<file path="config.mk">
export PLATFORM = sky130hd
export DESIGN_NAME = tcdm_to_reqrsp
export DESIGN_NICKNAME = d
export VERILOG_FILES = /design/src/rtl/tcdm_to_reqrsp_pkg.sv /design/src/rtl/tcdm_to_reqrsp_req_slice.sv /design/src/rtl/tcdm_to_reqrsp.sv
export SDC_FILE = /design/constraint.sdc
export NUM_CORES = 1
export LEC_CHECK = 0
export CELL_PAD_IN_SITES_DETAIL_PLACEMENT = 1
export CELL_PAD_IN_SITES_GLOBAL_PLACEMENT = 1
export CORE_ASPECT_RATIO = 1.2
export CORE_UTILIZATION = 25
export DETAILED_ROUTE_END_ITERATION = 10
export GPL_TIMING_DRIVEN = 0
export HOLD_SLACK_MARGIN = 0.05
export PLACE_DENSITY_LB_ADDON = 0.1
export SKIP_LAST_GASP = 1
export SYNTH_ARGS = -nofsm -noshare
export SYNTH_HDL_FRONTEND = slang
export SYNTH_SLANG_ARGS = --single-unit
</file>
<file path="constraint.sdc">
create_clock -name clk_i -period 1.87 [get_ports clk_i]
set_input_delay 0.187 -clock clk_i [delete_from_list [all_inputs] [get_ports clk_i]]
set_output_delay 0.187 -clock clk_i [all_outputs]
set_load 0.005 [all_outputs]
</file>
<file path="src/rtl/tcdm_to_reqrsp_pkg.sv">
// Shared sizing helpers and default bus structs for the TCDM -> reqrsp bridge.
// The structs mirror what the REQRSP/TCDM typedef macros generate for 32b addr / 64b data.
package tcdm_to_reqrsp_pkg;

  localparam int unsigned DefAddrWidth = 32;
  localparam int unsigned DefDataWidth = 64;
  localparam int unsigned DefStrbWidth = DefDataWidth / 8;

  function automatic int unsigned cnt_width(input int unsigned max_out);
    return $clog2(max_out + 1);
  endfunction

  // reqrsp size encoding for an access spanning the whole data bus
  function automatic logic [2:0] full_size(input int unsigned data_width);
    return 3'($clog2(data_width / 8));
  endfunction

  typedef logic [DefAddrWidth-1:0] def_addr_t;
  typedef logic [DefDataWidth-1:0] def_data_t;
  typedef logic [DefStrbWidth-1:0] def_strb_t;

  typedef struct packed {
    def_addr_t   addr;
    logic        write;
    logic [3:0]  amo;
    def_data_t   data;
    def_strb_t   strb;
    logic        user;
  } def_tcdm_req_chan_t;

  typedef struct packed {
    def_tcdm_req_chan_t q;
    logic               q_valid;
  } def_tcdm_req_t;

  typedef struct packed {
    def_data_t data;
  } def_tcdm_rsp_chan_t;

  typedef struct packed {
    def_tcdm_rsp_chan_t p;
    logic               p_valid;
    logic               q_ready;
  } def_tcdm_rsp_t;

  typedef struct packed {
    def_addr_t   addr;
    logic        write;
    logic [3:0]  amo;
    def_data_t   data;
    def_strb_t   strb;
    logic [2:0]  size;
  } def_reqrsp_req_chan_t;

  typedef struct packed {
    def_reqrsp_req_chan_t q;
    logic                 q_valid;
    logic                 p_ready;
  } def_reqrsp_req_t;

  typedef struct packed {
    def_data_t data;
    logic      error;
  } def_reqrsp_rsp_chan_t;

  typedef struct packed {
    def_reqrsp_rsp_chan_t p;
    logic                 p_valid;
    logic                 q_ready;
  } def_reqrsp_rsp_t;

endpackage

</file>
<file path="src/rtl/tcdm_to_reqrsp_req_slice.sv">
// One-entry valid/ready register with synchronous active-high reset; Bypass=1 makes it a wire.
// Full throughput: a full entry can be replaced in the same cycle it drains.
module tcdm_to_reqrsp_req_slice
  import tcdm_to_reqrsp_pkg::*;
#(
  parameter type T      = logic,
  parameter bit  Bypass = 1'b0
) (
  input  logic clk_i,
  input  logic rst_i,
  input  logic valid_i,
  output logic ready_o,
  input  T     data_i,
  output logic valid_o,
  input  logic ready_i,
  output T     data_o
);

  if (Bypass) begin : g_bypass
    logic w_unused_clk;
    assign w_unused_clk = clk_i ^ rst_i;
    assign valid_o      = valid_i;
    assign ready_o      = ready_i;
    assign data_o       = data_i;
  end else begin : g_reg
    logic r_full;
    T     r_data;

    assign valid_o = r_full;
    assign ready_o = ~r_full | ready_i;
    assign data_o  = r_data;

    // r_data only loads on acceptance, so it stays stable while stalled
    always_ff @(posedge clk_i) begin
      if (rst_i) begin
        r_full <= 1'b0;
        r_data <= '0;
      end else if (valid_i && ready_o) begin
        r_full <= 1'b1;
        r_data <= data_i;
      end else if (ready_i) begin
        r_full <= 1'b0;
      end
    end
  end

endmodule

</file>
<file path="src/rtl/tcdm_to_reqrsp.sv">
// TCDM initiator -> reqrsp bridge. Credits bound outstanding requests because TCDM
// responses cannot be back-pressured; reqrsp errors collect in a sticky flag.
module tcdm_to_reqrsp
  import tcdm_to_reqrsp_pkg::*;
#(
  parameter int unsigned AddrWidth      = DefAddrWidth,
  parameter int unsigned DataWidth      = DefDataWidth,
  parameter int unsigned MaxOutstanding = 4,
  parameter bit          RegisterReq    = 1'b1,
  parameter type tcdm_req_t             = def_tcdm_req_t,
  parameter type tcdm_rsp_t             = def_tcdm_rsp_t,
  parameter type reqrsp_req_chan_t      = def_reqrsp_req_chan_t,
  parameter type reqrsp_req_t           = def_reqrsp_req_t,
  parameter type reqrsp_rsp_t           = def_reqrsp_rsp_t
) (
  input  logic                                   clk_i,
  input  logic                                   rst_i,
  input  tcdm_req_t                              tcdm_req_i,
  output tcdm_rsp_t                              tcdm_rsp_o,
  output reqrsp_req_t                            reqrsp_req_o,
  input  reqrsp_rsp_t                            reqrsp_rsp_i,
  output logic                                   err_o,
  input  logic                                   err_clr_i,
  output logic [cnt_width(MaxOutstanding)-1:0]   outstanding_o
);

  localparam int unsigned     CntW     = cnt_width(MaxOutstanding);
  localparam logic [2:0]      FullSize = full_size(DataWidth);
  localparam logic [CntW-1:0] CntMax   = CntW'(MaxOutstanding);

  logic [CntW-1:0]      r_cnt;
  logic                 r_p_valid;
  logic [DataWidth-1:0] r_p_data;
  logic                 r_err;

  logic                 w_credit_ok;
  logic                 w_slice_rdy;
  logic                 w_slice_valid;
  logic                 w_tcdm_hs;
  logic                 w_rsp_hs;
  logic [AddrWidth-1:0] w_addr;
  logic                 w_unused_user;
  reqrsp_req_chan_t     w_q;
  reqrsp_req_chan_t     w_slice_q;

  // Credit check uses only the registered count, so q_ready never sees p_valid.
  assign w_credit_ok   = r_cnt < CntMax;
  assign w_tcdm_hs     = tcdm_req_i.q_valid & w_credit_ok & w_slice_rdy;
  assign w_rsp_hs      = reqrsp_rsp_i.p_valid;
  assign w_addr        = tcdm_req_i.q.addr;
  assign w_unused_user = ^tcdm_req_i.q.user;

  always_comb begin
    w_q       = '0;
    w_q.addr  = w_addr;
    w_q.write = tcdm_req_i.q.write;
    w_q.amo   = tcdm_req_i.q.amo;
    w_q.data  = tcdm_req_i.q.data;
    w_q.strb  = tcdm_req_i.q.strb;
    w_q.size  = FullSize;
  end

  tcdm_to_reqrsp_req_slice #(
    .T      (reqrsp_req_chan_t),
    .Bypass (!RegisterReq)
  ) i_req_slice (
    .clk_i   (clk_i),
    .rst_i   (rst_i),
    .valid_i (tcdm_req_i.q_valid & w_credit_ok),
    .ready_o (w_slice_rdy),
    .data_i  (w_q),
    .valid_o (w_slice_valid),
    .ready_i (reqrsp_rsp_i.q_ready),
    .data_o  (w_slice_q)
  );

  always_ff @(posedge clk_i) begin
    if (rst_i) begin
      r_cnt <= '0;
    end else if (w_tcdm_hs && !w_rsp_hs) begin
      r_cnt <= r_cnt + CntW'(1);
    end else if (!w_tcdm_hs && w_rsp_hs && r_cnt != '0) begin
      r_cnt <= r_cnt - CntW'(1);
    end
  end

  always_ff @(posedge clk_i) begin
    if (rst_i) begin
      r_p_valid <= 1'b0;
      r_p_data  <= '0;
      r_err     <= 1'b0;
    end else begin
      r_p_valid <= reqrsp_rsp_i.p_valid;
      if (reqrsp_rsp_i.p_valid) r_p_data <= reqrsp_rsp_i.p.data;
      if (reqrsp_rsp_i.p_valid && reqrsp_rsp_i.p.error) r_err <= 1'b1;
      else if (err_clr_i)                                r_err <= 1'b0;
    end
  end

  always_comb begin
    tcdm_rsp_o           = '0;
    tcdm_rsp_o.q_ready   = w_credit_ok & w_slice_rdy;
    tcdm_rsp_o.p_valid   = r_p_valid;
    tcdm_rsp_o.p.data    = r_p_data;
    reqrsp_req_o         = '0;
    reqrsp_req_o.q       = w_slice_q;
    reqrsp_req_o.q_valid = w_slice_valid;
    reqrsp_req_o.p_ready = 1'b1;
  end

  assign err_o         = r_err;
  assign outstanding_o = r_cnt;

  // A response with no credit outstanding means the slave broke the protocol.
  a_no_spurious_rsp: assert property (@(posedge clk_i) disable iff (rst_i)
    !(w_rsp_hs && r_cnt == '0));

endmodule

</file>
### Word level (Yosys, flattened, before mapping)

Index checks and enable logic that the tools add are counted.

* flip-flop bits (word level): 180
* latch bits: 0
* RAM bits: 0
* ROM bits: 0
* input bits: 181
* output and inout bits: 184
* logic and storage cells: 36
* memories kept: 0

* add/subtract/negate cells: 2
* multiply operators: 0
* div/mod/pow operators: 0
* order comparisons: 1
* eq/ne operators: 0
* shift operators: 0
* muxes and demuxes: 6
* bitwise logic cells: 5
* reduce and logical (&&, ||, !) cells: 11

Operators with widths (number)
* $mux 3: 2
* $reduce_bool 2->1: 3
* $logic_and 1x1->1: 5
* $mux 1: 4
* $add 3x1->3 const B: 1
* $and 1x1->1: 3
* $lt 3x3->1 const B: 1
* $reduce_bool 3->1: 1
* $sub 3x1->3 const B: 1
* $logic_not 1->1: 2
* $not 1->1: 1
* $or 1x1->1: 1

### Depth between registers and ports, before layout

Gate-level depths: netlist of the first run.

* word-level depth: 8
* gate-level depth with buffers: 7
* gate-level depth less buffers: 7

### Hierarchy

A second synthesis of the first run with hierarchy kept.

* cells, all modules: 756
* area, all modules: 7434.6 um^2

By module, submodules not included
* tcdm_to_reqrsp_req_slice: times used 1, cells each 515, area an instance 4888.4 um^2, sequential area each 2262.2 um^2
* tcdm_to_reqrsp: times used 1, cells each 241, area an instance 2546.2 um^2, sequential area each 1381.3 um^2

### Worst setup path before layout of the first run

Ideal clock, no wire load.

* path kind: reg2reg
* start point: reg r_cnt[2], in the netlist outstanding_o[2]
* end point: reg r_cnt[1], in the netlist outstanding_o[1]
* library setup time: 133 ps
* arrival time: 1669 ps
* data required time: 1737 ps
* path slack: 69 ps
* stages on the path, launching flop included: 7
* buffers on the path: 0
* clock period less this slack: 1801 ps
* cells stage by stage: dfxtp_1 -> nand2b_4 -> nor3_1 -> inv_1 -> fa_1 -> a221oi_1 -> nor4_2

* cells in the longest elaborated chain, start to end: 7
* elaborated cells between the ends (all ways): 10
* those cells by class: 1 x order compare; 1 x mux; 2 x bitwise; 6 x reduce/logical

Ends and longest elaborated chain
* start, declared: line tcdm_to_reqrsp.sv:31 `logic [CntW-1:0] r_cnt;`
* start signal, assigned: line tcdm_to_reqrsp.sv:81 `r_cnt <= r_cnt + CntW'(1);`
* start signal, assigned: line tcdm_to_reqrsp.sv:83 `r_cnt <= r_cnt - CntW'(1);`
* $lt 3x3->1: line tcdm_to_reqrsp.sv:47 `assign w_credit_ok = r_cnt < CntMax;`
* $and 1x1->1 (2 in series): line tcdm_to_reqrsp.sv:48 `assign w_tcdm_hs = tcdm_req_i.q_valid & w_credit_ok & w_slice_rdy;`
* $logic_not 1->1: line tcdm_to_reqrsp.sv:82 `end else if (!w_tcdm_hs && w_rsp_hs && r_cnt != '0) begin`
* $logic_and 1x1->1 (2 in series): line tcdm_to_reqrsp.sv:82
* $reduce_bool 2->1 (no line)

Parallel ways exist; a longest one is shown, timed or not.
A chain may end at the register's enable or synchronous reset.

### Final worst setup path of the first run

* start point: reg i_req_slice.g_reg.r_full, in the netlist i_req_slice.valid_o
* end point: reg r_cnt[2], in the netlist outstanding_o[2]

* cells in the longest elaborated chain, start to end: 7
* elaborated cells between the ends (all ways): 9
* those cells by class: 1 x mux; 3 x bitwise; 5 x reduce/logical

Ends and longest elaborated chain
* start, declared: line tcdm_to_reqrsp_req_slice.sv:26 `logic r_full;`
* start signal, assigned: line tcdm_to_reqrsp_req_slice.sv:36 `r_full <= 1'b0;`
* start signal, assigned: line tcdm_to_reqrsp_req_slice.sv:39 `r_full <= 1'b1;`
* start signal, assigned: line tcdm_to_reqrsp_req_slice.sv:42 `r_full <= 1'b0;`
* $not 1->1 (*): line tcdm_to_reqrsp_req_slice.sv:30 `assign ready_o = ~r_full | ready_i;`
* $or 1x1->1 (*): line tcdm_to_reqrsp_req_slice.sv:30
* $and 1x1->1 (*): line tcdm_to_reqrsp.sv:48
* $logic_not 1->1: line tcdm_to_reqrsp.sv:82
* $logic_and 1x1->1 (2 in series): line tcdm_to_reqrsp.sv:82
* $reduce_bool 2->1 (no line)

Mark *: on every way between the ends. The rest lies on a longest branch, timed or not.

==> results.md, run 1 <==
- Worst path cell trace: and2b_4, nor3_4, inv_1, fa_1, and3_1, o21ai_0, a31oi_1
- Mux cell area share after synthesis: 8.63%
- Remaining antenna violation count: 0
- Worst Tran Pin Value: 0.757 ns
- Synth area leaders: dfxtp_1, nand2_2, a21oi_2
- Register-to-Register Path Depth: 7
- GRT Util Overall: 16.8%
- CTS tree: done
- Status: completed
- Core ar.: 29000 µm²
- Top-area cell type share of the netlist area: 48.6%
- Vias in the first global route: 6806
- CP Capture Type: flop
- Complex-gate fraction of the synthesized area: 13.2%
- Total negative slack: 0 ns
- Fin crit period: 1.76 ns
- Die X-Extent: 159 µm
- Largest family of logic cells by synthesized area: simple AND/OR/NAND/NOR gates
- Max Freq: 567 MHz
- Max clock buf depth: 2
- Mapped Cells: 729
- Layout cells sized above 1: 31.5%
- Clock transition at path regs: 0.07 ns
- CTS Sinks: 180
- Setup Skew: 0.00809 ns
- Final WS setup: 0.106 ns
- Cts bufs inserted: 17
- Largest net degree at the start of global routing: 17
- Buffers on Ports: 359
- Distinct cell type count after synthesis: 32
- Max IR drop VDD: 0.528 mV
- Hold Crit Class: in -> reg
- Grt total ovfl: 0
- DRC violations left: 0
- Register area share after synthesis: 48.6%
- Yosys warnings: 0
- H-tree levels: 4
- Worst R2R Start: i_req_slice.valid_o$_SDFFE_PP0P_
- Flop-to-flop setup slack: 0.11 ns
- ANT cells: 0
- Critical path class: reg -> reg
- Area Growth Syn to Fin: 63.4%
- Vias per inst: 4.18
- Initial Utilization: 25.6%
- DRT iter0 DRCs: 166
- Mapped Area: 7420 µm²
- Adder-cell share of the synthesized area: 0.270%
- Die ar.: 30400 µm²
- Max Slew Vio Count: 0
- Final GP Congestion: 0.727
- Post_cts resized: 2
- Worst slack at placement: -0.471 ns
- Worst setup path end: outstanding_o[2]$_SDFFE_PP0P_
- DR vias: 6283
- First-pass GRT wire length: 39.2 mm
- DR WL/cell: 16.8 µm
- Max-cap viol count: 0
- FP Rows: 68
- Setup Buffers After CTS: 0
- Hold Fails Final Rpt: 0
- Post-Synth XOR/XNOR Area: 0%
- Synth area leader: dfxtp_1
- Mapped Nets: 911
- Final period utilization: 94.3%
- Mean Syn Cell Area: 10.2 µm²
- Setup crit start: i_req_slice.valid_o$_SDFFE_PP0P_
- CTS Hold Bufs: 0
- Final WL: 25.2 mm
- Req. time, crit path: 2.17 ns
- Max_slew headroom: 49.5%
- # setup viols final: 0
- Worst skew pair latency: 0.44 ns
- WP data arrival: 2.06 ns
- I/O pin cnt: 365
- Number of antenna violations at the first check in global routing: 2
- Die Span Y: 191 µm
- Static Leak: 0.00452 µW
- FF+latch count, synth: 180
- Root buffer cell: clkbuf_16
- Nets: 1289
- Critical path's slowest cell: fa_1
- Power Density: 861 nW/µm²
- CP max FO: 3
- RSZ-0062 raised after global routing: no
- Final HPWL DP: 19.2 mm
- Startpoint Class: flop
- R2R Path End: outstanding_o[2]$_SDFFE_PP0P_
- Final core utilization: 41.8%
- Crit-path max cell delay: 0.40 ns
- TritonRoute pass-1 iters: 4
- Simple-gate area share of the yosys netlist: 22.1%
[flip-flops by register name (all words and copies together) (netlist names)]
name	flops
outstanding_o	3
i_req_slice.valid_o	1
r_p_data	64
i_req_slice.data_o	110
err_o	1
r_p_valid	1
[worst min path at each step]
stage	start	end	depth (start not counted)
2_1_floorplan	tcdm_req_i[99]	i_req_slice.data_o[100]$_SDFFE_PP0P_	2
3_3_place_gp	i_req_slice.data_o[79]$_SDFFE_PP0P_	i_req_slice.data_o[79]$_SDFFE_PP0P_	2
3_5_place_dp	i_req_slice.data_o[74]$_SDFFE_PP0P_	i_req_slice.data_o[74]$_SDFFE_PP0P_	2
4_1_cts	reqrsp_rsp_i[1]	r_p_valid$_SDFF_PP0_	3
5_1_grt	reqrsp_rsp_i[1]	r_p_valid$_SDFF_PP0_	3
6_report	reqrsp_rsp_i[1]	r_p_valid$_SDFF_PP0_	3
[synth_stat cells (all sizes together)]
cell,n
a221oi,1
and3,1
nor3,5
nor2,70
nor4,1
clkbuf,13
fa,1
and2b,1
inv,2
conb,2
nor2b,1
a211oi,1
a21oi,112
o2111ai,1
nand2b,3
nand2,222
a31oi,1
dfxtp,180
buf,44
nor3b,1
o21ai,2
mux2i,64
[critical path: cells and delay by family (launching register included)]
kind / cells / cell delay, ns
fa+ha+maj: 1 / 0.40
buf+inv: 1 / 0.08
flops: 1 / 0.33
compound gates: 2 / 0.25
simple gates: 3 / 0.58
[stage by stage]
step	total power (µW)	cells	instance area, µm²	hold slack, ns
after global routing	11000	1504	12100	0.220
after CTS	10600	1504	12100	0.180
after floorplan	5450	729	7420	0.314
final	10400	1504	12100	0.208
after detailed placement	6700	1473	11500	0.450
after global placement	6680	1473	11500	0.443
[layout make-up]
class                   count  area (µm²)
clock inverters            13         170
multi-input cells         490        3300
clock buffers              18         439
plain buffers              57         528
fillers                  3235       16900
repair buffers            359        3600
well taps                 385         482
flip-flops and latches    180        3600
inverters                   2        7.51
[cell usage in the layout (no fill, tap or decap), types with 2 or more instances in the layout]
master / instances
dfxtp_1: 179
buf_8: 5
nor3_1: 4
nand2b_1: 2
clkdlybuf4s50_1: 358
buf_12: 10
buf_4: 8
buf_1: 2
a21oi_2: 100
conb_1: 2
bufinv_16: 3
clkbuf_1: 12
nand2_1: 51
nand2_2: 171
clkinv_2: 2
clkinv_4: 2
buf_2: 14
o21ai_0: 2
nor2_1: 69
a21oi_1: 12
clkbuf_16: 17
inv_1: 2
buf_6: 5
inv_6: 6
mux2i_1: 64
clkbuf_8: 2
[report_power, final]
group / switching (µW) / internal, µW / total [µW]
clock network: 1710 / 2160 / 3870
registers: 181 / 4120 / 4300
logic: 970 / 1300 / 2270
[kinds of logic (layout without fill, tap and decap cells)]
logic type / count (synthesis) / after routing
buffers and inverters: 59 / 449
other: 2 / 2
DFF: 180 / 180
AOI/OAI and AO/OA: 118 / 118
adders and majority gates: 1 / 1
muxes: 64 / 64
and+or+nand+nor: 305 / 305
[routing by layer]
metal	up-vias	part of all wire (%)	GRT usage, %
li1	3104	-	-
met1	2924	40	18.8
met2	231	49	29.1
met3	20	9.6	7.35
met4	4	0.99	4.44
met5	-	0.087	0
Note: power is estimated with default switching activity, not from simulation.
==> run 2: changes to the inputs <==
--- a/config.mk
+++ b/config.mk
@@ -7,2 +7,3 @@
 export LEC_CHECK = 0
+export CAP_MARGIN = 20
 export CELL_PAD_IN_SITES_DETAIL_PLACEMENT = 1
--- a/constraint.sdc
+++ b/constraint.sdc
@@ -3,2 +3,2 @@
 set_output_delay 0.187 -clock clk_i [all_outputs]
-set_load 0.005 [all_outputs]
+set_load 0.05 [all_outputs]
==> results.md, run 2 (synthesis gave the netlist of run 1 again) <==
- Largest net degree at the start of global routing: 17 (unchanged)
- Root buffer cell: clkbuf_16
- Final WL: 24.8 mm (-1.4%)
- Area Growth Syn to Fin: 63.3% (about the same)
- Max-cap viol count: 0 (unchanged)
- GRT Max-Usage Layer: met2
- Initial Utilization: 25.6% (unchanged)
- Hold Crit Start: reqrsp_rsp_i[1]
- Setup Buffers After CTS: 0 (unchanged)
- Final non-filler cell total: 1506 (+0.13%)
- Max FFs per register: 110 (unchanged)
- Flop-to-flop setup slack: 0.10 ns (about the same)
- Crit path buf inv count: 1 (unchanged)
- Worst R2R Start: i_req_slice.valid_o$_SDFFE_PP0P_
- CP Capture Type: output port
- Final period utilization: 97.8% (+3.4 points)
- Die ar.: 30400 µm² (unchanged)
- Clock transition at path regs: 0.07 ns (about the same)
- Crit-path max cell delay: 0.86 ns (+0.46 ns)
- Placement Cell Area: 11500 µm² (about the same)
- Critical path's slowest cell: clkdlybuf4s50_1
- Core ar.: 29000 µm² (unchanged)
- Die Span Y: 191 µm (unchanged)
- First-pass GRT wire length: 38.8 mm (-1.1%)
- Number of antenna violations at the first check in global routing: 1 (-1)
- Worst Tran Pin Value: 0.758 ns (+0.00143 ns)
- Max IR drop VDD: 0.495 mV (-6.4%)
- Startpoint Class: flop
- Hold Path Cell Cnt: 3 (unchanged)
- Static Leak: 0.00477 µW (+5.4%)
- CP max FO: 2 (-1)
- WHS Endpoint: r_p_valid$_SDFF_PP0_
- Buffers on Ports: 359 (unchanged)
- Total negative slack: 0 ns (unchanged)
- FP Rows: 68 (unchanged)
- Setup Skew: 0.00443 ns (-0.00366 ns)
- Worst path cell trace: clkdlybuf4s50_1
- GRT Util Overall: 16.6% (-0.21 points)
- Met2 usage: 29.0% (-0.15 points)
- DRC violations left: 0 (unchanged)
- Final instance area: 12100 µm² (about the same)
- CTS Sinks: 180 (unchanged)
- Fin crit period: 1.83 ns (+0.0643 ns)
- Power Density: 923 nW/µm² (+7.3%)
- Final HPWL DP: 19.3 mm (+0.36%)
- Hold Fails Final Rpt: 0 (unchanged)
- Req. time, crit path: 1.68 ns (-0.49 ns)
- H-tree levels: 4 (unchanged)
- Vias per inst: 4.20 (+0.57%)
- Crit path max-delay family: buffers and inverters
- TritonRoute pass-1 iters: 4 (unchanged)
- Cts bufs inserted: 17 (unchanged)
- CTS tree: done
- Final GP Congestion: 0.751 (+3.3%)
- I/O pin cnt: 365 (unchanged)
- Placed insts: 1473 (unchanged)
- Die X-Extent: 159 µm (unchanged)
- Hold Crit Class: in -> reg
- DR WL/cell: 16.5 µm (-1.5%)
- Vias in the first global route: 6839 (+0.48%)
- Hold Slack: 0.173 ns (-0.0351 ns)
- Register-to-Register Path Depth: 6 (-1)
- CTS Hold Bufs: 0 (unchanged)
- DRT iter0 DRCs: 152 (-8.4%)
- Max Slew Vio Count: 0 (unchanged)
- R2R Path End: outstanding_o[1]$_SDFFE_PP0P_
- Met3 global-route usage: 6.81% (-0.54 points)
- Tot Pwr: 11200 µW (+7.2%)
- RSZ-0062 raised after global routing: no
- Nets: 1289 (unchanged)
- Layout cells sized above 1: 31.7% (+0.15 points)
- Grt total ovfl: 0 (unchanged)
- Max clock buf depth: 2 (unchanged)
- Max Freq: 547 MHz (-3.5%)
- Max_slew headroom: 49.4% (-0.095 points)
- # setup viols final: 0 (unchanged)
- DR vias: 6327 (+0.70%)
- Most frequent cells in the layout: clkdlybuf4s50_1, dfxtp_1, nand2_2
- Remaining antenna violation count: 0 (unchanged)
- WP data arrival: 1.64 ns (-0.42 ns)
- Status: completed
- Commonest non-fill, non-tap cell in the layout: clkdlybuf4s50_1
- Worst skew pair latency: 0.44 ns (about the same)
- GR Util met1: 18.3% (-0.43 points)
- Critical path class: reg -> out
-- run 2: cell count changes in the layout (fill, tap and decap cells not counted), sizes merged --
cell           delta
dlygate4sd2      +14
clkdlybuf4s50    -27
diode             +1
clkinv            +1
clkinvlp          +1
clkbuf            +1
bufinv            -1
dlymetal6s2s     +12
-- run 2: worst register-to-register path, delay by kind of cell, from the launching register on --
| family | cells | cell delay, ns |
|---|---|---|
| compound gates | 1 | 0.28 |
| fa+ha+maj | 1 | 0.47 |
| buf+inv | 1 | 0.08 |
| flops | 1 | 0.32 |
| simple gates | 3 | 0.49 |
-- run 2: metrics by stage --
stage               worst slack, ns  utilization, %
CTS                         0.00161            41.6
finish                       0.0419            41.8
floorplan                    0.0610               -
global placement             -0.356            39.6
detailed placement           -0.379            39.6
global route               0.000252            41.8
-- run 2: worst max path at each step --
stage                                                    from                       endpoint  slack [ns]  depth (start not counted)
after floorplan                 outstanding_o[2]$_SDFFE_PP0P_  outstanding_o[1]$_SDFFE_PP0P_        0.06                          6
after global placement                        reqrsp_rsp_i[0]  outstanding_o[1]$_SDFFE_PP0P_       -0.36                          7
after CTS                  i_req_slice.data_o[3]$_SDFFE_PP0P_                reqrsp_req_o[5]       0.002                          1
after global routing      i_req_slice.data_o[60]$_SDFFE_PP0P_               reqrsp_req_o[62]      0.0003                          1
final                     i_req_slice.data_o[91]$_SDFFE_PP0P_               reqrsp_req_o[93]        0.04                          1
after detailed placement                      reqrsp_rsp_i[0]  outstanding_o[1]$_SDFFE_PP0P_       -0.38                          7
-- run 2: metal layers --
metal  up-vias  wire [µm]  share of wire (%)
li1       3101          -                  -
met3        18       2260                9.1
met1      2972       9940                 40
met2       236      12300                 50
met4         0        313                1.3
met5         -          0                  0
-- run 2: area by class of cell --
cell class,instances,area [µm²]
fill,3296,16900
timing repair buffer,359,3600
multi-input combinational,490,3300
clock inverter,14,149
buffer,57,528
sequential,180,3600
antenna,1,2.50
clock buffer,18,439
tap,385,482
inverter,2,7.51
-- run 2: what timing repair did --
| action | 4_1_cts | 5_1_grt |
|---|---|---|
| endpoints found under the setup margin | 16 | 16 |
| resized for setup | 16 | 16 |
| gates cloned | 0 | 0 |
-- run 2: report_power, final --
group | internal, µW | switching [µW] | leakage [µW]
registers | 4120 | 178 | 0.00148
clock network | 2020 | 1650 | 0.000292
logic | 1280 | 1940 | 0.00299
==> run 3: changes to the inputs <==
- PLACE_DENSITY_LB_ADDON: 0.1 -> 0.25
- SYNTH_HIERARCHICAL: not set -> 1
==> results.md, run 3 <==
- Max FFs per register: 112 (+1.8%)
- Final HPWL DP: 20.7 mm (+7.3%)
- DR WL/cell: 17.8 µm (+8.1%)
- Critical path's slowest cell: clkdlybuf4s50_1
- Grt total ovfl: 0 (unchanged)
- Buffers on Ports: 360 (+0.28%)
- Area Growth Syn to Fin: 63.9%
- Max-cap viol count: 0 (unchanged)
- Asr flop ratio synth: 0% (unchanged)
- Final non-filler cell total: 1538 (+2.1%)
- Filler Cell Count: 3271 (-0.76%)
- Final core utilization: 42.0% (+0.24 points)
- Req. time, crit path: 1.68 ns (about the same)
- Number of antenna violations at the first check in global routing: 2 (+1)
- Remaining antenna violation count: 0 (unchanged)
- Max Freq: 549 MHz (+0.34%)
- Post-synth EDFFs: 0 (unchanged)
- Final WS setup: 0.0481 ns (+0.00619 ns)
- Yosys warnings: 6 (+6)
- CP Capture Type: output port
- DRT iter0 DRCs: 216 (+42%)
- Distinct cell type count after synthesis: 28 (-13%)
- Cts bufs inserted: 17 (unchanged)
- TritonRoute pass-1 iters: 4 (unchanged)
- Clk pwr share: 32.0% (-0.8 points)
- Die Span Y: 191 µm (about the same)
- Synth area leader: dfxtp_1
- Commonest non-fill, non-tap cell in the layout: clkdlybuf4s50_1
- Setup Skew: 0.00674 ns (+0.00231 ns)
- Max Slew Vio Count: 0 (unchanged)
- Critical path class: reg -> out
- Root buffer cell: clkbuf_16
- Final GP Congestion: 0.755 (+0.61%)
- WP data arrival: 1.63 ns (about the same)
- Max_slew headroom: 52.4% (+2.9 points)
- Max clock buf depth: 2 (unchanged)
- Commonest cells post-synth: dfxtp_1, nand3_1, a21oi_1
- # setup viols final: 0 (unchanged)
- Initial Utilization: 25.6% (+0.047 points)
- I/O pin cnt: 365 (unchanged)
- Crit-path max cell delay: 0.85 ns (about the same)
- Fin crit period: 1.82 ns (-0.00619 ns)
- Most frequent cell after synthesis: dfxtp_1
- CTS tree: done
- Vias in the first global route: 7349 (+7.5%)
- Hold Fails Final Rpt: 0 (unchanged)
- DRC violations left: 0 (unchanged)
- Power Density: 960 nW/µm² (+4.0%)
- Seq pwr share: 37.5% (-0.9 points)
- Layout cells sized above 1: 16.6% (-15 points)
- Vias per inst: 4.54 (+7.9%)
- First-pass GRT wire length: 41.4 mm (+6.7%)
- GR Util met1: 18.9% (+0.56 points)
- Worst Tran Pin Value: 0.715 ns (-0.0438 ns)
- CP max FO: 2 (unchanged)
- Final WL: 27.4 mm (+10%)
- Met3 global-route usage: 6.34% (-0.47 points)
- Top-area cell type share of the netlist area: 49.0% (+0.45 points)
- Tot Pwr: 11700 µW (+4.6%)
- Startpoint Class: flop
- GRT Util Overall: 17.6% (+1.0 points)
- Logic pwr share: 30.5% (+1.7 points)
- Placed insts: 1503 (+2.0%)
- Core ar.: 29000 µm² (unchanged)
- Crit path buf inv count: 1 (unchanged)
- Static Leak: 0.00485 µW (+1.7%)
- FP Rows: 68 (unchanged)
- Worst skew pair latency: 0.43 ns (about the same)
- Status: completed
- Worst slack at placement: -0.683 ns (-0.305 ns)
- Met2 usage: 32.0% (+3.0 points)
- Register area share after synthesis: 49.0% (+0.45 points)
- GRT Max-Usage Layer: met2
- Nets: 1320 (+2.4%)
- DR vias: 6975 (+10%)
- Mapped Area: 7430 µm² (+0.19%)
- Crit path max-delay family: buffers and inverters
- Worst path cell trace: clkdlybuf4s50_1
- Largest net degree at the start of global routing: 32 (+15)
- Die ar.: 30400 µm² (+0.19%)
- Hold Crit Class: in -> reg
- Net Sw Frac: 33.8% (+0.15 points)
- CTS Sinks: 182 (+1.1%)
- Die X-Extent: 159 µm (about the same)
- Most frequent cells in the layout: clkdlybuf4s50_1, dfxtp_1, nand3_1
- H-tree levels: 4 (unchanged)
- Max IR drop VDD: 0.546 mV (+10%)
- Post-synth top flop: dfxtp_1
- Mapped Cells: 756 (+3.7%)
- Mean Syn Cell Area: 9.83 µm² (-3.4%)
- RSZ-0062 raised after global routing: no
- Pint: 7740 µW (+4.3%)
- Synth area leaders: dfxtp_1, a21bo_2, mux2i_1
- FF+latch count, synth: 182 (+1.1%)
- Net Sw Power: 3960 µW (+5.0%)
- Clock transition at path regs: 0.07 ns (about the same)
- Final period utilization: 97.4% (-0.33 points)
## run 3: logic make-up (layout without fill, tap and decap cells)
family / after synthesis / after routing / synth area share [%]
other: 2 / 6 / 0.101
buffers and inverters: 83 / 476 / 5.86
flip-flops: 182 / 182 / 49.0
adder cells (fa/ha/maj): 1 / 1 / 0.269
AO/OA/AOI/OAI: 230 / 230 / 23.7
multiplexers: 66 / 66 / 8.90
AND/OR/NAND/NOR: 192 / 192 / 12.2
## run 3: timing repair
item | in CTS | in global routing
cloned | 0 | 1
setup buffers | 0 | 2
hold buffers | 0 | 0
resized for setup | 14 | 9
setup endpoints to repair | 13 | 109
## run 3: metrics by stage
stage | hold WS, ns | setup TNS (ns) | area (µm²)
detailed placement | 0.467 | -33.71 | 11500
global placement | 0.461 | -30.63 | 11500
floorplan | 0.334 | -0.00637 | 7450
CTS | 0.140 | 0 | 12100
finish | 0.151 | 0 | 12200
global route | 0.160 | 0 | 12200
## run 3: final cells by class
type | count | area, µm² | area share, %
Clock inverter | 10 | 120 | 0.986
Buffer | 80 | 432 | 3.54
Timing Repair Buffer | 363 | 3650 | 29.9
Multi-Input combinational cell | 493 | 3370 | 27.6
Sequential cell | 182 | 3640 | 29.9
Tap cell | 385 | 482 | 3.95
Antenna cell | 2 | 5.00 | 0.0411
Clock buffer | 22 | 484 | 3.97
Inverter | 1 | 3.75 | 0.0308
## run 3: worst paths after layout
| check | startpoint | end | slack, ns | cells past startpoint |
|---|---|---|---|---|
| max | r_p_data[58]$_SDFFE_PP0P_ | tcdm_rsp_o[60] | 0.05 | 1 |
| min | rst_i | outstanding_o[1]$_SDFFE_PP0P_ | 0.15 | 3 |
| max reg2reg | i_req_slice/valid_o$_SDFFE_PP0P_ | outstanding_o[2]$_SDFFE_PP0P_ | 0.11 | 7 |
| min reg2reg | err_o$_SDFFE_PP0P_ | err_o$_SDFFE_PP0P_ | 0.48 | 2 |
## run 3: power by group through the flow
stage / Sequential (µW) / Clock, µW / Combinational, µW
global placement: 4460 / 0 / 3590
detailed placement: 4480 / 0 / 3610
finish: 4390 / 3740 / 3570
CTS: 4390 / 3880 / 3600
floorplan: 5570 / 0 / 1100
global route: 4430 / 4020 / 3780
## run 3: metal layers
layer	vias to the layer above	wire length (µm)
li1	3395	-
met1	3310	11100
met2	247	13600
met3	23	2260
met4	0	419
met5	-	0
